<file path="src/rtl/pc_sequencer_pkg.sv">
// rtl/pc_sequencer_pkg.sv - shared state encodings and redirect priority codes for the PC sequencer
package pc_sequencer_pkg;

  // FSM state encodings; the numeric values are visible on state_o
  typedef enum logic [1:0] {
    ST_RUN  = 2'd0,
    ST_HAZ  = 2'd1,
    ST_HALT = 2'd2,
    ST_PEND = 2'd3
  } state_t;

  // Redirect priority codes; a larger code is a more urgent redirect
  typedef enum logic [1:0] {
    PRI_NONE = 2'd0,
    PRI_JMP  = 2'd1,
    PRI_BR   = 2'd2,
    PRI_EXC  = 2'd3
  } redir_pri_t;

  localparam int DEF_ADDR_W = 32;
  localparam int DEF_CNT_W  = 16;

  // Saturating increment: an all-ones count stays all-ones
  function automatic logic sat_can_inc(input logic [63:0] cnt, input int width);
    logic [63:0] max_val;
    max_val = (width >= 64) ? {64{1'b1}} : ((64'd1 << width) - 64'd1);
    return (cnt != max_val);
  endfunction

endpackage

</file>
<file path="src/rtl/pc_redirect_pri.sv">
// rtl/pc_redirect_pri.sv - combinational priority select among exception, branch and jump redirects
module pc_redirect_pri
  import pc_sequencer_pkg::*;
#(
  parameter int ADDR_W = 32,
  parameter logic [ADDR_W-1:0] EXC_VEC = ADDR_W'('h0000_0100)
) (
  input  logic              exc_req,
  input  logic              br_taken,
  input  logic [ADDR_W-1:0] br_target,
  input  logic              jmp_valid,
  input  logic [ADDR_W-1:0] jmp_target,
  output logic              valid,
  output logic [ADDR_W-1:0] target,
  output redir_pri_t        pri
);

  // Exception beats branch beats jump; nothing asserted means no redirect
  always_comb begin
    valid  = 1'b0;
    target = '0;
    pri    = PRI_NONE;
    if (exc_req) begin
      valid  = 1'b1;
      target = EXC_VEC;
      pri    = PRI_EXC;
    end else if (br_taken) begin
      valid  = 1'b1;
      target = br_target;
      pri    = PRI_BR;
    end else if (jmp_valid) begin
      valid  = 1'b1;
      target = jmp_target;
      pri    = PRI_JMP;
    end
  end

endmodule

</file>
<file path="src/rtl/pc_sequencer.sv">
// rtl/pc_sequencer.sv - next-PC selection, hazard stall, debug halt and pending-redirect FSM
module pc_sequencer
  import pc_sequencer_pkg::*;
#(
  parameter int ADDR_W = 32,
  parameter logic [ADDR_W-1:0] EXC_VEC = ADDR_W'('h0000_0100),
  parameter int CNT_W = 16
) (
  input  logic              clk,
  input  logic              rst,
  input  logic [ADDR_W-1:0] pc_cur,
  input  logic [ADDR_W-1:0] pc4,
  input  logic              br_taken,
  input  logic [ADDR_W-1:0] br_target,
  input  logic              jmp_valid,
  input  logic [ADDR_W-1:0] jmp_target,
  input  logic              exc_req,
  input  logic              hazard,
  input  logic              halt_req,
  input  logic              resume,
  output logic [ADDR_W-1:0] mux_pc,
  output logic              stall,
  output logic              flush,
  output logic [1:0]        state_o,
  output logic [CNT_W-1:0]  stall_cnt
);

  state_t            state, state_nxt;
  logic [ADDR_W-1:0] pend_pc, pend_pc_nxt;
  redir_pri_t        pend_pri, pend_pri_nxt;

  logic              rd_valid;
  logic [ADDR_W-1:0] rd_target;
  redir_pri_t        rd_pri;

  logic halt_go;
  logic resume_go;
  logic pend_take;

  pc_redirect_pri #(
    .ADDR_W  (ADDR_W),
    .EXC_VEC (EXC_VEC)
  ) u_pri (
    .exc_req    (exc_req),
    .br_taken   (br_taken),
    .br_target  (br_target),
    .jmp_valid  (jmp_valid),
    .jmp_target (jmp_target),
    .valid      (rd_valid),
    .target     (rd_target),
    .pri        (rd_pri)
  );

  // halt and resume together cancel out; a new redirect replaces the pending one only if at least as urgent
  always_comb begin
    halt_go   = halt_req & ~resume;
    resume_go = resume & ~halt_req;
    pend_take = rd_valid && (rd_pri >= pend_pri);
  end

  // Next-state, pending-redirect latch and PC-register controls
  always_comb begin
    state_nxt    = state;
    pend_pc_nxt  = pend_pc;
    pend_pri_nxt = pend_pri;
    mux_pc       = pc4;
    stall        = 1'b0;
    flush        = 1'b0;
    if (rst) begin
      state_nxt    = ST_RUN;
      pend_pc_nxt  = '0;
      pend_pri_nxt = PRI_NONE;
      mux_pc       = '0;
      stall        = 1'b1;
      flush        = 1'b1;
    end else begin
      case (state)
        ST_RUN, ST_HAZ: begin
          if (rd_valid && halt_go) begin
            // Halting wins the PC register; the redirect waits in pend_pc until resume
            stall        = 1'b1;
            flush        = 1'b1;
            mux_pc       = pc_cur;
            pend_pc_nxt  = rd_target;
            pend_pri_nxt = rd_pri;
            state_nxt    = ST_PEND;
          end else if (rd_valid) begin
            flush     = 1'b1;
            mux_pc    = rd_target;
            state_nxt = ST_RUN;
          end else if (halt_go) begin
            if (hazard) begin
              stall  = 1'b1;
              mux_pc = pc_cur;
            end
            state_nxt = ST_HALT;
          end else if (hazard) begin
            stall     = 1'b1;
            mux_pc    = pc_cur;
            state_nxt = ST_HAZ;
          end else begin
            state_nxt = ST_RUN;
          end
        end
        ST_HALT: begin
          stall  = 1'b1;
          mux_pc = pc_cur;
          if (rd_valid) begin
            flush        = 1'b1;
            pend_pc_nxt  = rd_target;
            pend_pri_nxt = rd_pri;
            state_nxt    = ST_PEND;
          end else if (resume_go) begin
            stall     = 1'b0;
            mux_pc    = pc4;
            state_nxt = ST_RUN;
          end
        end
        ST_PEND: begin
          if (resume_go) begin
            flush        = 1'b1;
            mux_pc       = pend_take ? rd_target : pend_pc;
            pend_pc_nxt  = '0;
            pend_pri_nxt = PRI_NONE;
            state_nxt    = ST_RUN;
          end else begin
            stall  = 1'b1;
            mux_pc = pc_cur;
            if (rd_valid) begin
              flush = 1'b1;
            end
            if (pend_take) begin
              pend_pc_nxt  = rd_target;
              pend_pri_nxt = rd_pri;
            end
          end
        end
        default: begin
          state_nxt = ST_RUN;
        end
      endcase
    end
  end

  // State and pending-redirect registers; reset values come from the rst branch above
  always_ff @(posedge clk) begin
    state    <= state_nxt;
    pend_pc  <= pend_pc_nxt;
    pend_pri <= pend_pri_nxt;
  end

  // Saturating count of stalled cycles
  always_ff @(posedge clk) begin
    if (rst) begin
      stall_cnt <= '0;
    end else if (stall && sat_can_inc(64'(stall_cnt), CNT_W)) begin
      stall_cnt <= stall_cnt + CNT_W'(1);
    end
  end

  assign state_o = state;

endmodule

</file>
<file path="config.mk">
export PLATFORM = sky130hd
export DESIGN_NAME = pc_sequencer
export DESIGN_NICKNAME = d
export VERILOG_FILES = /design/src/rtl/pc_sequencer_pkg.sv /design/src/rtl/pc_redirect_pri.sv /design/src/rtl/pc_sequencer.sv
export SDC_FILE = /design/constraint.sdc
export NUM_CORES = 1
export LEC_CHECK = 0
export ABC_AREA = 0
export CAP_MARGIN = 20
export CORE_MARGIN = 2
export CORE_UTILIZATION = 25
export CTS_CLUSTER_SIZE = 8
export DETAILED_ROUTE_END_ITERATION = 10
export GPL_TIMING_DRIVEN = 0
export PLACE_DENSITY = 0.55
export SLEW_MARGIN = 20
export SYNTH_ARGS = -nofsm -noshare
export SYNTH_HDL_FRONTEND = slang
export SYNTH_SLANG_ARGS = --single-unit
</file>
<file path="constraint.sdc">
create_clock -name clk -period 9.3 [get_ports clk]
set_input_delay 1.395 -clock clk [delete_from_list [all_inputs] [get_ports clk]]
set_output_delay 1.395 -clock clk [all_outputs]
set_load 0.02 [all_outputs]
</file>
After elaboration in Yosys (flattened, before gate mapping) --
Index checks and enable logic that the tools add are counted. Widths: inputs -> output; s select.
Word-level totals: register bits after elaboration 52, bits of input ports 136, output and inout bits 52
Operators by class: add/sub/neg operators 1, order comparisons 1, equality and inequality tests 7, mux-type cells 46, bitwise operators 4, reduce and logical (&&, ||, !) cells 7
Operators by type and width (count):
- $mux 32 | 14
- $pmux 32 s3 | 2
- $mux 2 | 11
- $add 16x1->16 const B | 1
- $ne 16x16->1 const B | 1
- $mux 1 | 15
- $pmux 2 s3 | 2
- $pmux 1 s3 | 2
- $eq 2x2->1 const B | 2
- $ne 2x2->1 const B | 2
- $logic_and 1x1->1 | 3
- $ne 3x3->1 const B | 1
- $reduce_and 3->1 | 1
- $and 1x1->1 | 2
- $eq 2x1->1 const B | 1
- $ge 2x2->1 | 1
- $logic_not 2->1 | 1
- $not 1->1 | 2
- $reduce_and 2->1 | 1
- $reduce_or 2->1 | 1

Depth between registers and ports, before layout --
depth in word-level cells 9, depth in mapped cells 11, depth with buffers taken out 7

By module --
From an unflattened synthesis, not the netlist that was laid out.
Unflattened totals: cell total of the unflattened synthesis 498, area total of the unflattened synthesis 4254.1 µm²
By module, submodules not included:
- pc_sequencer | times used 1, cells each 446, area each 3812.4 µm², sequential area each 1041.0 µm²
- pc_redirect_pri | times used 1, cells each 52, area each 441.7 µm², sequential area each 0.0 µm²

Worst setup path after synthesis --
No wires, ideal clock.
path type input -> output, start in br_taken, end out mux_pc[0], arrival 3.961 ns, data required time 7.905 ns, setup slack 3.944 ns, cell stages on the path 10, path buffers 4, cells stage by stage buf_4 > clkbuf_1 > clkbuf_1 > or2_2 > ha_1 > nor2_1 > a311oi_2 > clkbuf_1 > a32oi_1 > a211oi_1
On the way: longest elaborated chain between the ends 8
Ends and longest elaborated chain:
- start, declared | line pc_sequencer.sv:13 | input logic br_taken,
- $mux 2 | line pc_redirect_pri.sv:27 | end else if (br_taken) begin
- $mux 2 | line pc_redirect_pri.sv:23 | if (exc_req) begin
- $ge 2x2->1 | line pc_sequencer.sv:58 | pend_take = rd_valid && (rd_pri >= pend_pri);
- $logic_and 1x1->1 | line pc_sequencer.sv:58
- $mux 32
- $mux 32 | line pc_sequencer.sv:120 | if (resume_go) begin
- $pmux 32 s3 (*) | line pc_sequencer.sv:77 | case (state)
- $mux 32 (*) | line pc_sequencer.sv:69 | if (rst) begin
- end, declared | line pc_sequencer.sv:21 | output logic [ADDR_W-1:0] mux_pc,
Every way passes the cells marked *; elsewhere a longest branch is shown, timed or not.

Worst setup path after layout --
start in br_taken, end out mux_pc[17]
Same word-level chain as after synthesis.

==> metrics <==
multiplexer area fraction after synthesis=3.553%; share of layout cells above drive strength 1=4.980%; TritonCTS clock tree=done; Post-synth EDFFs=0; most common cell after layout, fill and taps aside=clkdlybuf4s50_1; WL/cell=22.49 um; Required @ worst endpoint=7.91 ns; Nets=900; most frequent CP cell=clkbuf_1; H-tree depth=2; synthesized-area fraction occupied by adder cells=0.5685%; via count=5916; Pre-antenna DRT Iters=5; Worst VDD drop=67.38 uV; vias per cell=5.988; crit path DAT=6.00 ns; Antenna diodes=0; clock latency on the worst-skew pair=0.31 ns; DP HPWL=16.63 mm; grt ovf=0; Syn Inst Count=569; fmax=0.1352 GHz; main combinational cell family by area after synthesis=compound AO/OA/AOI/OAI gates; pwr dens=110.0 nW/um^2; Logic pwr share=38.2%; CTS Hold Buffers Added=0; gr usage total=22.61%; min-delay worst type=reg2reg; WHS=0.4757 ns; root buf cell=clkbuf_16; post-synthesis compound-gate area fraction=45.14%; commonest cells after routing, fill and taps aside=186 x clkdlybuf4s50_1, 52 x dfxtp_1, 50 x a221oi_1, 50 x nand2_1, 50 x a21oi_1; Worst Max-Slew Pin Slew=0.8081 ns; CP max FO=10; Internal=0.4874 mW; worst-case clock buffer depth=2; Simple-Gate Fraction of Synth Area=20.67%; Die X=136.7 um; ANT nets after route=0; CP Launch Type=input pin; placer congestion estimate=0.8786; Tcrit/Tclk final=79.56%; Setup Buffers After CTS=0; TNS Setup=0 ns; Worst Path Buf+Inv=6; status=finished clean; Net Sw Power=0.2509 mW; fin crit period=7.399 ns; final WL=22.22 mm; Die ar.=18680 um^2; Slew HR=45.63%; register area share after synthesis=23.65%; slowest CP cell=clkdlybuf4s50_1; predominant post-synthesis flop cell=dfxtp_1; count of state elements after synthesis=52; core area=17240 um^2; number of buffers created by CTS=5; Cell variety after synth=55; number of fillers in the final layout=1781; Sink Count=52; Mapped Avg Cell Area=7.736 um^2; Iter 0 DRT Violations=660; Synth warnings=0; Pleak=2.347 nW; crit-path cells=clkdlybuf4s50_1, buf_4, clkbuf_1, clkbuf_1, or2_2, ha_1, nor2_1, a311oi_2, clkbuf_1, a32oi_1, a211oi_1, clkdlybuf4s50_1; largest net degree at the start of global routing=17; Syn Nets=707; clock slew at reported path FFs=0.08 ns; post-synthesis xor/xnor area fraction=0%; Clk pwr share=29.8%; die span in y=136.7 um; CTS resizes=0; vias in the first global route=5652; Final Skew=0.008829 ns; Layout area overhead=52.50%; Slew Limit Fails=0; number of remaining DRC errors=0; Syn Std Cell Area=4402 um^2; Top delay family on crit path=buffers and inverters; total of max-cap violations=0; RSZ-0062 raised after global routing=false; Sequential Power Share=32.0%; Port Buffers=186; row cnt=48; Setup-failing EPs final=0; first-pass GRT wire length=32.49 mm; ys async rst share=0%; CP Capture Type=output pin; Fin. Hold Viols=0; num ports=188; initial antenna violation count=0; CP Class=in2out; max incr delay on CP=0.69 ns; Sw Ratio=33.98%; initial core utilization=25.54%
==> registers in the layout, indices dropped and copies added (netlist names) <==
register	cells
state_o	2
stall_cnt	16
pend_pc	32
pend_pri	2
==> per-stage QoR <==
stage,utilization (%),setup WS (ns),std cells,total power [mW],cell area [um^2]
after floorplan,-,3.944,569,0.3762,4402
after global placement,37.97,2.084,980,0.5138,6545
after detailed placement,37.97,2.047,980,0.5177,6545
after CTS,38.94,2.038,988,0.7392,6713
after global routing,38.94,1.803,988,0.7698,6713
final,38.94,1.901,988,0.7382,6713
==> cell type report <==
class	count	area [um^2]	share of cell area, %
Multi-Input combinational cell	450	3078	45.85
Timing Repair Buffer	186	1862	27.74
Sequential cell	52	1041	15.51
Tap cell	225	281.5	4.194
Buffer	60	256.5	3.821
Clock buffer	5	125.1	1.864
Clock inverter	3	42.54	0.6337
Inverter	7	26.28	0.3914
==> final timing paths <==
check / slack [ns] / end / from / cells after the start
max: 1.90 / mux_pc[17] / br_taken / 12
min: 0.48 / pend_pc[28] / pend_pc[28] / 1
max reg2reg: 6.51 / pend_pri[0] / state_o[1] / 8
min reg2reg: 0.48 / pend_pc[28] / pend_pc[28] / 1
==> logic make-up after synthesis <==
family	after synthesis
compound gates	267
simple gates	166
buf+inv	67
flops	52
mux	15
fa+ha+maj	2
==> Yosys cell counts, drive strengths merged, types with 2 or more instances <==
cell type  instances  area [um^2]
ha                 2        25.02
or4b               2        23.77
a41o               2        20.02
nand4              3        18.77
nand3b            24        180.2
nor4               2        18.77
nand2b             2        12.51
o221ai            12        105.1
a211oi            19        142.6
o21ai             19        98.84
o31ai              4        30.03
clkbuf            44        165.2
a221oi            50        437.9
a22oi              8        60.06
a32oi              7        61.31
and4               2        17.52
a31oi              7        43.79
nand2             50        187.7
o22ai              7        43.79
nor2b              5        31.28
nand3              9        45.04
mux2               2        22.52
and3              14        87.58
o41ai              2        17.52
nor2              24        90.09
or3                8        50.05
o2111ai            3        26.28
mux2i             13        133.9
a21o              18        135.1
o211ai             9        67.56
nor3               5        36.29
buf               16        91.34
or2                9        56.30
inv                6        22.52
dfxtp             52         1041
a21oi             50        250.2
or4                6        45.04
a22o              45        394.1
==> metal layers <==
metal	wire, um	share of wire (%)	up-vias	GRT usage, %
li1	-	-	2685	-
met1	9618	43	2845	30.59
met2	10090	45	342	36.33
met3	1967	8.9	44	4.037
met4	551	2.5	0	7.176
met5	0	0	-	0
==> power by group through the flow <==
stage          Combinational (mW)  Sequential (mW)  Clock, mW
6_report                    0.282            0.236      0.220
3_3_place_gp                0.273            0.241          0
4_1_cts                     0.278            0.236      0.225
3_5_place_dp                0.277            0.241          0
5_1_grt                     0.300            0.237      0.233
2_1_floorplan               0.134            0.242          0
(Power assumes the default switching activity.)
